File: src/rtl/uart_pkg.sv
// uart_pkg: shared constants and types for the UART transmit path.
//   ST_*             FSM state encodings for the transmit arbiter
//   UART_FRAME_TICKS enabled ticks per UART frame (idle, start, 8 data, stop)
//   UART_BYTE_W      transmitted byte width
package uart_pkg;
  localparam int UART_BYTE_W      = 8;
  localparam int UART_FRAME_TICKS = 11;

  localparam logic [1:0] ST_IDLE = 2'd0;
  localparam logic [1:0] ST_LOAD = 2'd1;
  localparam logic [1:0] ST_SEND = 2'd2;
  localparam logic [1:0] ST_GAP  = 2'd3;

  typedef logic [UART_BYTE_W-1:0] byte_t;
endpackage

File: src/rtl/uart_tx_arbiter_rr_pick.sv
// rr_pick: combinational round-robin selector.
//   i_req   request vector
//   i_last  index of the most recent winner; the search starts at i_last+1
//   o_oh    one-hot winner (all zero when no request)
//   o_idx   index of the winner (0 when no request)
module rr_pick
  import uart_pkg::*;
#(
  parameter int NUM_REQ = 4,
  parameter int IW      = $clog2(NUM_REQ)
) (
  input  logic [NUM_REQ-1:0] i_req,
  input  logic [IW-1:0]      i_last,
  output logic [NUM_REQ-1:0] o_oh,
  output logic [IW-1:0]      o_idx
);
  logic w_found;
  int   w_i;

  // Walk last+1 .. last+NUM_REQ (mod NUM_REQ); the previous winner is
  // visited last, so it cannot win again while anyone else is pending.
  always_comb begin
    o_oh    = '0;
    o_idx   = '0;
    w_found = 1'b0;
    w_i     = 0;
    for (int k = 1; k <= NUM_REQ; k++) begin
      w_i = (int'(i_last) + k) % NUM_REQ;
      if (!w_found && i_req[IW'(w_i)]) begin
        w_found          = 1'b1;
        o_oh[IW'(w_i)]   = 1'b1;
        o_idx            = IW'(w_i);
      end
    end
  end
endmodule

File: src/rtl/uart_tx_arbiter.sv
// uart_tx_arbiter: round-robin scheduler sharing one UART byte transmitter
// among NUM_REQ requesters, all in the baud_clk domain.
//   baud_clk     bit-rate clock, rising edge
//   rst          asynchronous active-high reset (shared with the transmitter)
//   i_req        level request per requester
//   i_req_data   byte of requester i on [8i+7:8i]
//   o_gnt        one-hot pulse in the IDLE tick where the request is taken;
//                i_req_data is captured on the edge ending that tick
//   o_done       one-hot pulse on the last enabled tick of the owner's frame
//   o_busy       high from grant through end of gap
//   o_tx_din     byte to transmitter, changes only on a grant edge
//   o_tx_en      transmitter enable (low = load buffer, high = shift)
//   i_tx_ready   transmitter ready flag (watchdog build only)
//   o_err        frame watchdog failure pulse (watchdog build only)
// Optional feature: define UART_TX_ARB_WATCHDOG_EN to enable the tx_ready
// watchdog; otherwise o_err is tied 0 and i_tx_ready is ignored.
module uart_tx_arbiter
  import uart_pkg::*;
#(
  parameter int NUM_REQ     = 4,
  parameter int FRAME_TICKS = UART_FRAME_TICKS,
  parameter int GAP_TICKS   = 1
) (
  input  logic                           baud_clk,
  input  logic                           rst,
  input  logic [NUM_REQ-1:0]             i_req,
  input  logic [UART_BYTE_W*NUM_REQ-1:0] i_req_data,
  output logic [NUM_REQ-1:0]             o_gnt,
  output logic [NUM_REQ-1:0]             o_done,
  output logic                           o_busy,
  output logic [UART_BYTE_W-1:0]         o_tx_din,
  output logic                           o_tx_en,
  input  logic                           i_tx_ready,
  output logic                           o_err
);
  localparam int IW = $clog2(NUM_REQ);
  localparam int CW = $clog2(FRAME_TICKS + GAP_TICKS);

  logic [1:0]         r_state;
  logic [CW-1:0]      r_cnt;
  logic [IW-1:0]      r_last;
  byte_t              r_tx_din;

  logic [NUM_REQ-1:0] w_pick_oh;
  logic [IW-1:0]      w_pick_idx;
  byte_t              w_pick_byte;
  logic               w_grant;
  logic               w_last_tick;
  logic               w_gap_end;
  logic               w_wd_fail;
  logic               w_send_end;
  logic [NUM_REQ-1:0] w_owner_oh;

  rr_pick #(.NUM_REQ(NUM_REQ), .IW(IW)) u_pick (
    .i_req  (i_req),
    .i_last (r_last),
    .o_oh   (w_pick_oh),
    .o_idx  (w_pick_idx)
  );

  always_comb begin
    w_pick_byte = '0;
    for (int i = 0; i < NUM_REQ; i++)
      if (w_pick_oh[i]) w_pick_byte = i_req_data[i*UART_BYTE_W +: UART_BYTE_W];
  end

  // The grant is decided in the IDLE tick itself so that a request held
  // across a frame boundary is picked up without an extra idle tick.
  assign w_grant     = (r_state == ST_IDLE) && (|i_req);
  assign w_last_tick = (r_state == ST_SEND) && (r_cnt == CW'(FRAME_TICKS-1));
  assign w_gap_end   = (r_state == ST_GAP)  && (r_cnt == CW'(GAP_TICKS-1));
  assign w_send_end  = w_last_tick || w_wd_fail;
  // r_last doubles as the owner of the frame in flight.
  assign w_owner_oh  = {{(NUM_REQ-1){1'b0}}, 1'b1} << r_last;

`ifdef UART_TX_ARB_WATCHDOG_EN
  logic r_seen_low;

  // tx_ready must have gone low by the 2nd enabled tick (buffer taken) and
  // be high again on the last enabled tick (frame shifted out).
  assign w_wd_fail = (r_state == ST_SEND) &&
                     (((r_cnt == CW'(1)) && i_tx_ready && !r_seen_low) ||
                      ((r_cnt == CW'(FRAME_TICKS-1)) && !i_tx_ready));

  always_ff @(posedge baud_clk or posedge rst) begin
    if (rst)                       r_seen_low <= 1'b0;
    else if (r_state == ST_LOAD)   r_seen_low <= 1'b0;
    else if (r_state == ST_SEND && !i_tx_ready) r_seen_low <= 1'b1;
  end
`else
  logic w_unused_ready;
  assign w_unused_ready = i_tx_ready;
  assign w_wd_fail      = 1'b0;
`endif

  assign o_gnt    = w_grant ? w_pick_oh : '0;
  assign o_done   = ((r_state == ST_SEND) && w_send_end) ? w_owner_oh : '0;
  assign o_busy   = (r_state != ST_IDLE) || w_grant;
  assign o_tx_din = r_tx_din;
  // A watchdog failure drops the enable in the failing tick itself.
  assign o_tx_en  = (r_state == ST_SEND) && !w_wd_fail;
  assign o_err    = w_wd_fail;

  always_ff @(posedge baud_clk or posedge rst) begin
    if (rst) begin
      r_state  <= ST_IDLE;
      r_cnt    <= '0;
      r_last   <= IW'(NUM_REQ-1);
      r_tx_din <= '0;
    end else begin
      case (r_state)
        ST_IDLE: begin
          r_cnt <= '0;
          if (w_grant) begin
            r_state  <= ST_LOAD;
            r_last   <= w_pick_idx;
            r_tx_din <= w_pick_byte;
          end
        end
        ST_LOAD: begin
          r_state <= ST_SEND;
          r_cnt   <= '0;
        end
        ST_SEND: begin
          if (w_send_end) begin
            r_state <= ST_GAP;
            r_cnt   <= '0;
          end else begin
            r_cnt   <= r_cnt + CW'(1);
          end
        end
        ST_GAP: begin
          if (w_gap_end) begin
            r_state <= ST_IDLE;
            r_cnt   <= '0;
          end else begin
            r_cnt   <= r_cnt + CW'(1);
          end
        end
        default: begin
          r_state <= ST_IDLE;
          r_cnt   <= '0;
        end
      endcase
    end
  end
endmodule

File: config.mk
export PLATFORM = sky130hd
export DESIGN_NAME = uart_tx_arbiter
export DESIGN_NICKNAME = d
export VERILOG_FILES = /design/src/rtl/uart_pkg.sv /design/src/rtl/uart_tx_arbiter_rr_pick.sv /design/src/rtl/uart_tx_arbiter.sv
export SDC_FILE = /design/constraint.sdc
export NUM_CORES = 1
export LEC_CHECK = 0
export BUFFER_PORTS_ARGS = -buffer_cell sky130_fd_sc_hd__buf_2
export CELL_PAD_IN_SITES_DETAIL_PLACEMENT = 0
export CELL_PAD_IN_SITES_GLOBAL_PLACEMENT = 2
export CORE_MARGIN = 2
export CORE_UTILIZATION = 26
export CTS_CLUSTER_SIZE = 20
export DETAILED_ROUTE_END_ITERATION = 12
export PLACE_DENSITY = 0.75
export REMOVE_ABC_BUFFERS = 1
export SYNTH_ARGS = -nofsm -noshare
export SYNTH_HDL_FRONTEND = slang
export SYNTH_SLANG_ARGS = --single-unit
File: constraint.sdc
create_clock -name baud_clk -period 2.6 [get_ports baud_clk]
set_input_delay 0.13 -clock baud_clk [delete_from_list [all_inputs] [get_ports baud_clk]]
set_output_delay 0.13 -clock baud_clk [all_outputs]
set_load 0.05 [all_outputs]
## Yosys cells after proc, flatten, opt, wreduce, memory -nomap -nowiden

Cells that the tools add are included.

| word-level totals | value |
|---|---|
| word-level logic and storage cells | 94 |
| flip-flop bits (word level) | 16 |
| bits of input ports | 39 |

| operators by class | value |
|---|---|
| multiplexer cells | 44 |
| $add $sub $neg | 5 |
| $lt $le $gt $ge | 8 |
| reductions and logical operators | 22 |
| bitwise operators | 3 |
| shift-type cells | 1 |
| equal/unequal tests | 7 |

Operators with widths:

| cell | count |
|---|---|
| 4-bit two-way mux | 8 |
| 8-bit two-way mux | 4 |
| 2-bit by 4-bit < comparator with 1-bit output (second input constant) | 4 |
| 1-bit two-way mux | 15 |
| 2-bit two-way mux | 7 |
| 4-bit OR | 3 |
| 4-bit one-hot mux with 3 select lines | 1 |
| 1-bit logical AND | 11 |
| 1-bit binary-select mux with 2-bit select | 4 |
| 1-bit demux with 2-bit select | 4 |
| 2-bit by 1-bit greater-or-equal comparator with 1-bit output (second input constant) | 4 |
| 2-bit one-hot mux with 4 select lines | 1 |
| 2-bit by 1-bit adder with 2-bit output (second input constant) | 2 |
| 2-bit adder (second input constant) | 2 |
| 4-bit by 1-bit adder with 4-bit output (second input constant) | 1 |
| 2-bit == test (second input constant) | 2 |
| 4-bit == test (second input constant) | 1 |
| 4-bit zero test | 1 |
| 2-bit inequality test (second input constant) | 2 |
| 4-bit OR reduction | 1 |
| 1-bit by 2-bit << shifter with 4-bit output (first input constant) | 1 |
| 1-bit zero test | 3 |
| 3-bit AND reduction | 1 |
| 2-bit by 1-bit == test with 1-bit output (second input constant) | 1 |
| 6 further kinds | 6 |

## Depth between registers and ports, before layout

Gate-level depths: netlist of the first run.

| logic depth | value |
|---|---|
| word-level depth | 18 |
| gate-level depth with buffers | 11 |

## Cells and area by module

Synthesis of the first run repeated with hierarchy kept, for this count alone.

| unflattened totals | value |
|---|---|
| cells, all modules | 208 |
| area, all modules | 1749.2 um^2 |

By module, submodules not included:

| module | times used | cells each | area each (um^2) |
|---|---|---|---|
| uart_tx_arbiter | 1 | 126 | 1094.8 |
| rr_pick | 1 | 82 | 654.4 |

## Least setup slack after synthesis of the first run

Ideal clock, no wire load.

| timing path | value |
|---|---|
| kind | register to output |
| start | register r_last[1] |
| end | output o_gnt[1] |
| arrival time | 2.978 ns |
| stages on the path, launching flop included | 11 |
| buffers on the path | 4 |
| data required time | 2.470 ns |
| setup slack | -0.508 ns |
| path through | dfstp_2 > clkbuf_1 > inv_1 > ha_1 > buf_2 > a21oi_1 > or4bb_1 > buf_6 > and3_4 > buf_6 > nor2_1 |

| on the way | value |
|---|---|
| cells in the longest elaborated chain, start to end | 15 |
| elaborated cells between the ends (all ways) | 53 |
| those cells by class | add/sub: 4; order compare: 8; mux: 28; bitwise: 3; reduce/logical: 10 |

RTL lines:

| what | RTL line | RTL |
|---|---|---|
| start, declared | uart_tx_arbiter.sv:41 | `logic [IW-1:0] r_last;` |
| start signal, assigned | uart_tx_arbiter.sv:108 | `r_last <= IW'(NUM_REQ-1);` |
| start signal, assigned | uart_tx_arbiter.sv:116 | `r_last <= w_pick_idx;` |
| parallel branches: the longest is 13 deep, another holds 2-bit by 4-bit < comparator with 1-bit output | - |  |
| 4-bit two-way mux * | uart_tx_arbiter_rr_pick.sv:29 | `if (!w_found && i_req[IW'(w_i)]) begin` |
| 4-bit two-way mux * | uart_tx_arbiter.sv:96 | `assign o_gnt = w_grant ? w_pick_oh : '0;` |
| end, declared | uart_tx_arbiter.sv:28 | `output logic [NUM_REQ-1:0] o_gnt,` |

Mark *: on every way between the ends. The select of a mux whose other input is x is not followed.

## Worst setup path after layout of the first run

| timing path | value |
|---|---|
| start | register r_last[0] |
| end | output o_gnt[0] |

The elaborated chain is that of the path after synthesis.

==> results of run 1 <==
cells in the mapped netlist (2+ instances only):
cell type | number | area, um^2
o21ai_0 | 4 | 20.0
nor2_1 | 18 | 67.6
nor3_1 | 5 | 25.0
mux2i_1 | 4 | 40.0
a311oi_2 | 2 | 30.0
and3b_1 | 2 | 17.5
buf_2 | 2 | 10.0
ha_1 | 14 | 175
a2bb2oi_1 | 8 | 70.1
nand3b_1 | 2 | 15.0
xnor2_1 | 2 | 17.5
nor2b_1 | 3 | 18.8
mux2_2 | 2 | 22.5
a21oi_1 | 8 | 40.0
a311oi_1 | 8 | 70.1
clkbuf_1 | 2 | 7.51
and2_1 | 4 | 25.0
dfstp_2 | 2 | 52.6
nand2b_1 | 4 | 25.0
dfrtp_1 | 14 | 350
and2_2 | 3 | 22.5
nand3_1 | 3 | 15.0
o31ai_1 | 8 | 60.1
o311ai_0 | 2 | 17.5
inv_1 | 16 | 60.1
a31oi_1 | 8 | 50.1
a21boi_0 | 2 | 15.0
buf_6 | 7 | 78.8
nand2_1 | 11 | 41.3
power by group through the flow:
stage	registers, mW	clock network, mW	logic [mW]
floorplan	0.649	0	1.31
global placement	0.444	0	2.17
detailed placement	0.445	0	2.19
CTS	0.443	0.223	2.43
global route	0.459	0.240	2.81
finish	0.444	0.222	2.60
routing by layer:
metal / routed length, um / vias to the layer above / GRT usage [%]
met4: 21 / 0 / 2.60
li1: - / 867 / -
met1: 2480 / 811 / 20.2
met5: 0 / - / 0
met3: 215 / 2 / 1.07
met2: 2450 / 45 / 23.3
cell type report:
type                            count  share of cell area, %
Multi-Input combinational cell    151                   52.3
Sequential cell                    16                   16.9
Clock buffer                        4                   2.31
Inverter                           16                   2.52
Tap cell                           77                   4.04
Timing Repair Buffer               83                   22.0
timing repair:
action | CTS | global route
resized for setup | 17 | 14
setup endpoints to repair | 12 | 12
hold buffers | 1 | 0
pin swaps | 8 | 5
gates cloned | 1 | 0
setup buffers | 3 | 3
hold endpoints to repair | 14 | 0
critical path: stages (launching register included):
cell and delay (ps):
dfstp_2 590, mux4_2 560, or4b_4 530, a22oi_2 160
a221o_2 140, and2_4 150, buf_8 140
through the flow:
stage / setup slack [ps] / total power, mW
3_3_place_gp: -5.88 / 2.61
5_1_grt: -154 / 3.51
2_1_floorplan: -401 / 1.96
4_1_cts: -76.6 / 3.10
6_report: -60.2 / 3.26
3_5_place_dp: -56.7 / 2.63
registers in the layout, summed over array words and instances, names as in the netlist:
signal / count
o_tx_din: 8
r_cnt: 4
r_last: 2
r_state: 2
kinds of logic after synthesis:
group	synth area share, %
XOR/XNOR	1.53
adder cells (fa/ha/maj)	10.2
multiplexers	7.13
other	0.218
AO/OA/AOI/OAI	25.2
buffers and inverters	10.1
flip-flops	23.4
AND/OR/NAND/NOR	22.3
cell usage in the layout (no fill, tap or decap), drive strengths merged, types with 3 or more instances in the layout:
cell type	Yosys	routed
nand2b	4	4
clkbuf	2	4
mux2i	5	5
and2	7	7
dfrtp	14	14
nor3	5	5
a21oi	8	8
nor2b	3	3
o21ai	4	4
and3b	3	3
a2bb2oi	8	8
nand3	3	3
a311oi	10	10
nand2	12	12
inv	16	16
mux2	3	3
buf	10	82
nor2	18	18
a31oi	8	8
o31ai	8	8
ha	14	14
final timing paths:
path	from	to	slack [ps]	cells after the start
setup / recovery	r_last[0]	o_gnt[0]	-60	6
hold / removal	i_req_data[22]	o_tx_din[6]	190	3
setup reg to reg	r_last[0]	o_tx_din[3]	-10	7
hold reg to reg	o_tx_din[4]	o_tx_din[4]	490	2
max in group asynchronous	rst	o_tx_din[3]	1700	3
min in group asynchronous	rst	r_state[0]	500	3
==> flow_metrics.tcl, run 1 <==
set metrics [dict create \
    finalSetupViolations 3 \
    vias_per_cell 4.97 \
    seq_area_um2 403 \
    antenna_cells 0 \
    grt_first_pass_wirelength_um 8340 \
    worstSetupPathType "flip-flop to output pin" \
    grt_setup_unrepaired "yes" \
    ys_warn_count 0 \
    cts-buffers-inserted 3 \
    power_density_nw_per_um2 1370 \
    ant_nets 0 \
    dpl_cell_area_um2 2140 \
    crit_path_max_fanout 5 \
    worstHoldPathType "primary input to flip-flop" \
    fmax_mhz 376 \
    drc 0 \
    final_util_pct 37.4 \
    switching_share_pct 49.0 \
    fin_crit_sh_pct 102 \
    io_pins 58 \
    startpoint_type "flip-flop" \
    instances_no_fill 347 \
    clkLatencyLatePin_ps 250 \
    first_pass_iters 4 \
    die_height_um 85.3 \
    routed_wl_um 5160 \
    worst_slack_ps -60.2 \
    synth-seq-cells 16 \
    drtIter0Drc 71 \
    num_rows 29 \
    multi_input_comb_area_um2 1250 \
    clockRootBuffer "clkbuf_8" \
    maxCapViolCount 0 \
    synthDistinctLibCells 54 \
    floorplan.initialDensity_pct 26.9 \
    vias 1725 \
    netlist_instances 195 \
    die-area_um2 7280 \
    slew_headroom_pct 45.8 \
    grt_start_max_net_pins 17 \
    internal-power_mw 1.66 \
    place_congestion 0.812 \
    end_kind "output pin" \
    dp.cells 335 \
    fin_crit_ps 2660 \
    area_growth_pct 38.7 \
    grt_pass1_vias 1682 \
    ir_drop_v 0.000879 \
    core_area_um2 6390 \
    synth_edf_count 0 \
    clkPwrFrac_pct 6.8 \
    wl_per_cell_um 14.9 \
    final_max_slew_viol_count 0 \
    power_switching_mw 1.60 \
    fin_nets 324 \
    skew_ps 3.86 \
    clock-sinks 16 \
    dp_hpwl_um 4050 \
    tns_ps -110 \
    synth_ff_type "dfrtp_1" \
    die_w_um 85.3 \
    comb_power_share_pct 79.6 \
    async_reset_ff_share_pct 100 \
    tightestPinTransition_ps 812 \
    grt_use_total_pct 14.1 \
    status "finished, violations left" \
    arrival_ps 2530 \
    syn_area_per_cell_um2 8.82 \
    p_leak_nw 1.12 \
    hold_slack_ps 185 \
    clk_path_buf_depth 2 \
    power_frac_seq_pct 13.6 \
    cp_data_required_time_ps 2470 \
    overflow 0 \
    drive_above_1_share_pct 44.8 \
    fill_cells 673 \
    port_buffers 55 \
    cts_tree "done" \
    htreeDepth 1 \
    synth_seq_area_share_pct 23.4 \
    netlist_area_um2 1720 \
    hold_viol_final 0 \
    stdcell_area_um2 2390 \
    antenna_found_initial 0 \
    clk_pin_slew_ps 70 \
    violations "setup timing" \
]
Power figures use the tool's default switching activity.
==> run 2, diff against run 1 <==
==> constraint.sdc (replaced) <==
create_clock -name baud_clk -period 2.6 [get_ports baud_clk]
set_input_delay 0.13 -clock baud_clk [delete_from_list [all_inputs] [get_ports baud_clk]]
set_output_delay 0.13 -clock baud_clk [all_outputs]
set_load 0.1 [all_outputs]
==> run 2 against run 1 <==
  * The flow still finishes with violations (setup timing)
  * Die area is the same
  * First-iteration DRC count increased by 23%
  * Fmax fell by 1.3%
  * Via count increased by 1.0%
  * Register-to-register slack worse by 50 ps
  * Critical endpoint unchanged
==> flow_metrics.tcl, run 2 (same netlist as run 1, synthesis figures left out) <==
set metrics [dict create \
    wl_per_cell_um 14.5 \
    pre_cts_ws_ps -17.4 \
    grt_setup_unrepaired "yes" \
    finalSetupViolations 9 \
    fin_crit_ps 2700 \
    clkLatencyLatePin_ps 250 \
    power_density_nw_per_um2 1550 \
    worstHoldPathType "primary input to flip-flop" \
    ant_nets 0 \
    rrSetupSlack_ps -60 \
    cts-buffers-inserted 3 \
    port_buffers 55 \
    antenna_found_initial 0 \
    final_max_slew_viol_count 0 \
    tightestPinTransition_ps 851 \
    comb_power_share_pct 82.6 \
    clkPwrFrac_pct 5.8 \
    hold_viol_final 0 \
    overflow 0 \
    total_power_mw 3.81 \
    io_pins 58 \
    largest_reg_flops 8 \
    htreeDepth 1 \
    whs_endpoint "o_tx_din[4]" \
    rr_endpoint "o_tx_din[6]" \
    dp.cells 331 \
    dp_hpwl_um 3950 \
    drc 0 \
    die_height_um 85.3 \
    drive_above_1_share_pct 47.0 \
    clk_path_buf_depth 2 \
    vias 1743 \
    reg2reg_from "r_last[0]" \
    clk_pin_slew_ps 60 \
    violations "setup timing" \
    p_leak_nw 1.13 \
    instances_no_fill 347 \
    grt_first_pass_wirelength_um 8270 \
    status "finished, violations left" \
    slowest_stage "dfstp_2" \
    area_growth_pct 43.2 \
    fin_crit_sh_pct 104 \
    end_kind "output pin" \
    grt_start_max_net_pins 17 \
    cts_tree "done" \
    grt_use_total_pct 14.0 \
    core_area_um2 6390 \
    stdcell_area_um2 2460 \
    floorplan.initialDensity_pct 26.9 \
    first_pass_iters 5 \
    die_w_um 85.3 \
    hold_slack_ps 173 \
    fill_cells 660 \
    final_util_pct 38.6 \
    power_switching_mw 1.98 \
    vias_per_cell 5.02 \
    maxCapViolCount 0 \
    tns_ps -383 \
    internal-power_mw 1.83 \
    layout_commonest_cell "buf_2" \
    grt_pass1_vias 1716 \
    crit_path_max_fanout 4 \
    final_cell_mix "buf_2, buf_4, inv_1, nor2_1, dfrtp_1" \
    path_cells "mux4_2 > buf_4 > buf_4 > and2_2 > a221o_2 > and2_4 > buf_12" \
    path_depth 7 \
    worstSetupPathType "flip-flop to output pin" \
    ir_drop_v 0.00111 \
    slew_headroom_pct 43.1 \
    holdPathStages 3 \
    clock-sinks 16 \
    clockRootBuffer "clkbuf_8" \
    num_rows 29 \
    dpl_cell_area_um2 2170 \
    die-area_um2 7280 \
    skew_ps 2.25 \
    antenna_cells 0 \
    cp_data_required_time_ps 2470 \
    path_common_cell "buf_4" \
    drtIter0Drc 87 \
    place_congestion 0.807 \
    hp-start "i_req_data[20]" \
    critical_path_buf_inv_count 3 \
    switching_share_pct 51.9 \
    reg2regPathDepth 8 \
    power_frac_seq_pct 11.5 \
    cpPeakStageDelay_ps 580 \
    crit_family "flip-flops" \
    worst_slack_ps -95.4 \
    arrival_ps 2570 \
    routed_wl_um 5030 \
    startpoint_type "flip-flop" \
    fin_nets 324 \
    fmax_mhz 371 \
]
## run 2: cell count changes in the layout (fill, tap and decap cells not counted), sizes merged
cell / change
buf: +1
and3: -1
## run 2: how the worst max path moves through the flow
| stage | to | startpoint |
|---|---|---|
| after global routing | o_gnt[1] | r_last[0] |
| after detailed placement | o_gnt[0] | r_last[0] |
| after CTS | o_gnt[0] | r_last[0] |
| after global placement | o_gnt[0] | r_last[0] |
| after floorplan | o_gnt[1] | r_last[0] |
| final | o_gnt[0] | r_last[0] |
## run 2: routing by layer
layer	part of all wire, %	up-vias	GRT usage [%]
met3	4.4	4	1.56
li1	-	865	-
met2	47	39	22.2
met4	0.80	0	3.46
met5	0	-	0
met1	48	835	20.4
## run 2: timing repair
item,in CTS,in global routing
buffers inserted,10,1
setup endpoints to repair,9,12
pin swaps,15,13
hold buffers,1,0
endpoints found under the hold margin,14,0
gates resized for setup,17,9
## run 2: layout make-up
class / instances / area [um^2] / share of cell area, %
flip-flops and latches: 16 / 403 / 16.4
inverters: 16 / 60.1 / 2.44
clock buffers: 4 / 55.1 / 2.23
repair buffers: 84 / 576 / 23.4
well taps: 77 / 96.3 / 3.91
multi-input cells: 150 / 1270 / 51.7
## run 2: worst min-delay path: cells and delay by family
family | cells | cell delay (ps)
buffers and inverters | 1 | 100
AO/OA/AOI/OAI | 1 | 60
AND/OR/NAND/NOR | 1 | 90
## run 2: power by group through the flow
stage                     registers (mW)  clock network (mW)  logic [mW]
after floorplan                    0.840                   0        1.44
after global placement             0.445                   0        2.55
after detailed placement           0.446                   0        2.57
after CTS                          0.440               0.228        3.04
after global routing               0.456               0.242        3.39
final                              0.440               0.222        3.15
==> run 3, diff against run 2 <==
--- a/config.mk
+++ b/config.mk
@@ -12,6 +12,7 @@
 export CORE_UTILIZATION = 26
 export CTS_CLUSTER_SIZE = 20
 export DETAILED_ROUTE_END_ITERATION = 12
+export MAX_ROUTING_LAYER = met4
 export PLACE_DENSITY = 0.75
 export REMOVE_ABC_BUFFERS = 1
 export SYNTH_ARGS = -nofsm -noshare
==> run 3 against run 2 <==
  * The flow still finishes with violations (setup timing)
  * Combinational power is essentially flat
  * Non-clock buffer count is the same
  * Clock power is essentially flat
  * Via count shrank 0.23%
  * Power is essentially flat
  * Routed wire length shrank 0.14%
==> flow_metrics.tcl, run 3 (same netlist as run 1, synthesis figures left out) <==
set metrics [dict create \
    grt_pass1_vias 1721 \
    cts_tree "done" \
    critPathLaunch "r_last[0]" \
    finalSetupViolations 9 \
    clk_pin_slew_ps 60 \
    core_area_um2 6390 \
    fill_cells 660 \
    ant_nets 0 \
    path_common_cell "buf_4" \
    antenna_found_initial 0 \
    dp.cells 331 \
    total_power_mw 3.81 \
    clock-sinks 16 \
    instances_no_fill 347 \
    hold_viol_final 0 \
    num_rows 29 \
    drtIter0Drc 98 \
    arrival_ps 2560 \
    htreeDepth 1 \
    crit_path_max_fanout 4 \
    power_density_nw_per_um2 1550 \
    pre_cts_ws_ps -17.4 \
    startpoint_type "flip-flop" \
    endpoint "o_gnt[0]" \
    first_pass_iters 4 \
    drive_above_1_share_pct 47.0 \
    slew_headroom_pct 43.1 \
    maxCapViolCount 0 \
    worstSetupPathType "flip-flop to output pin" \
    die_height_um 85.3 \
    hold_slack_ps 173 \
    layout_commonest_cell "buf_2" \
    path_cells "mux4_2 > buf_4 > buf_4 > and2_2 > a221o_2 > and2_4 > buf_12" \
    ir_drop_v 0.00111 \
    port_buffers 55 \
    overflow 0 \
    final_max_slew_viol_count 0 \
    status "finished, violations left" \
    area_growth_pct 43.2 \
    grt_first_pass_wirelength_um 8260 \
    vias_per_cell 5.01 \
    skew_ps 2.25 \
    grt_use_total_pct 14.5 \
    tightestPinTransition_ps 852 \
    io_pins 58 \
    slowest_stage "dfstp_2" \
    fmax_mhz 371 \
    largest_reg_flops 8 \
    wl_per_cell_um 14.5 \
    reg2reg_from "r_last[0]" \
    hp-start "i_req_data[20]" \
    drc 0 \
    die-area_um2 7280 \
    fin_nets 324 \
    place_congestion 0.819 \
    violations "setup timing" \
    dp_hpwl_um 3950 \
    routed_wl_um 5020 \
    reg2regPathDepth 8 \
    die_w_um 85.3 \
    end_kind "output pin" \
    cts-buffers-inserted 3 \
    worstHoldPathType "primary input to flip-flop" \
    vias 1739 \
    fin_crit_ps 2690 \
    clk_path_buf_depth 2 \
    rrSetupSlack_ps -60 \
    p_leak_nw 1.13 \
    rr_endpoint "o_tx_din[6]" \
    tns_ps -355 \
    grt_setup_unrepaired "yes" \
    cpPeakStageDelay_ps 570 \
    worst_slack_ps -92.4 \
    clkLatencyLatePin_ps 250 \
    clockRootBuffer "clkbuf_8" \
    cp_data_required_time_ps 2470 \
    fin_crit_sh_pct 104 \
    grt_start_max_net_pins 17 \
    antenna_cells 0 \
    floorplan.initialDensity_pct 26.9 \
    final_cell_mix "buf_2, buf_4, inv_1, nor2_1, dfrtp_1" \
]
==> run 3: layer usage <==
metal  track usage (%)  wire (um)  vias to the layer above
met5                 -          0                        -
li1                  -          -                      864
met4              3.46         41                        0
met1              20.6       2430                      835
met3              1.36        200                        4
met2              22.1       2360                       36
==> run 3: worst min-delay path by stage <==
stage	cells after the start	to
after floorplan	1	o_tx_din[0]
after global placement	2	o_tx_din[7]
after detailed placement	2	o_tx_din[7]
after CTS	3	o_tx_din[3]
after global routing	3	o_tx_din[0]
final	3	o_tx_din[4]
==> run 3: worst max-delay path, delay by kind of cell (launching register included) <==
| kind | cells | cell delay [ps] |
|---|---|---|
| compound gates | 1 | 430 |
| buf+inv | 3 | 440 |
| flops | 1 | 570 |
| mux | 1 | 540 |
| simple gates | 2 | 330 |
==> run 3: final cells by class <==
cell class / count / area [um^2] / area share [%]
repair buffers: 84 / 576 / 23.4
flip-flops and latches: 16 / 403 / 16.4
inverters: 16 / 60.1 / 2.44
well taps: 77 / 96.3 / 3.91
clock buffers: 4 / 55.1 / 2.23
multi-input cells: 150 / 1270 / 51.7
==> run 3: power breakdown <==
group          internal, mW  switching (mW)  leakage [nW]
Clock                 0.134          0.0877        0.0288
Sequential            0.366          0.0733         0.201
Combinational          1.33            1.82         0.898
Total                  1.84            1.98          1.13
==> run 3: stage by stage <==
| stage | cell area (um^2) | util [%] |
|---|---|---|
| 3_5_place_dp | 2170 | 33.9 |
| 6_report | 2460 | 38.6 |
| 4_1_cts | 2410 | 37.7 |
| 3_3_place_gp | 2170 | 33.9 |
| 5_1_grt | 2460 | 38.6 |
| 2_1_floorplan | 1610 | - |
==> run 3: what timing repair did <==
action                                 4_1_cts  5_1_grt
endpoints found under the hold margin       14        0
hold buffers                                 1        0
pin swaps                                   15       13
setup endpoints to repair                    9       12
gates resized for setup                     17        9
setup buffers                               10        1
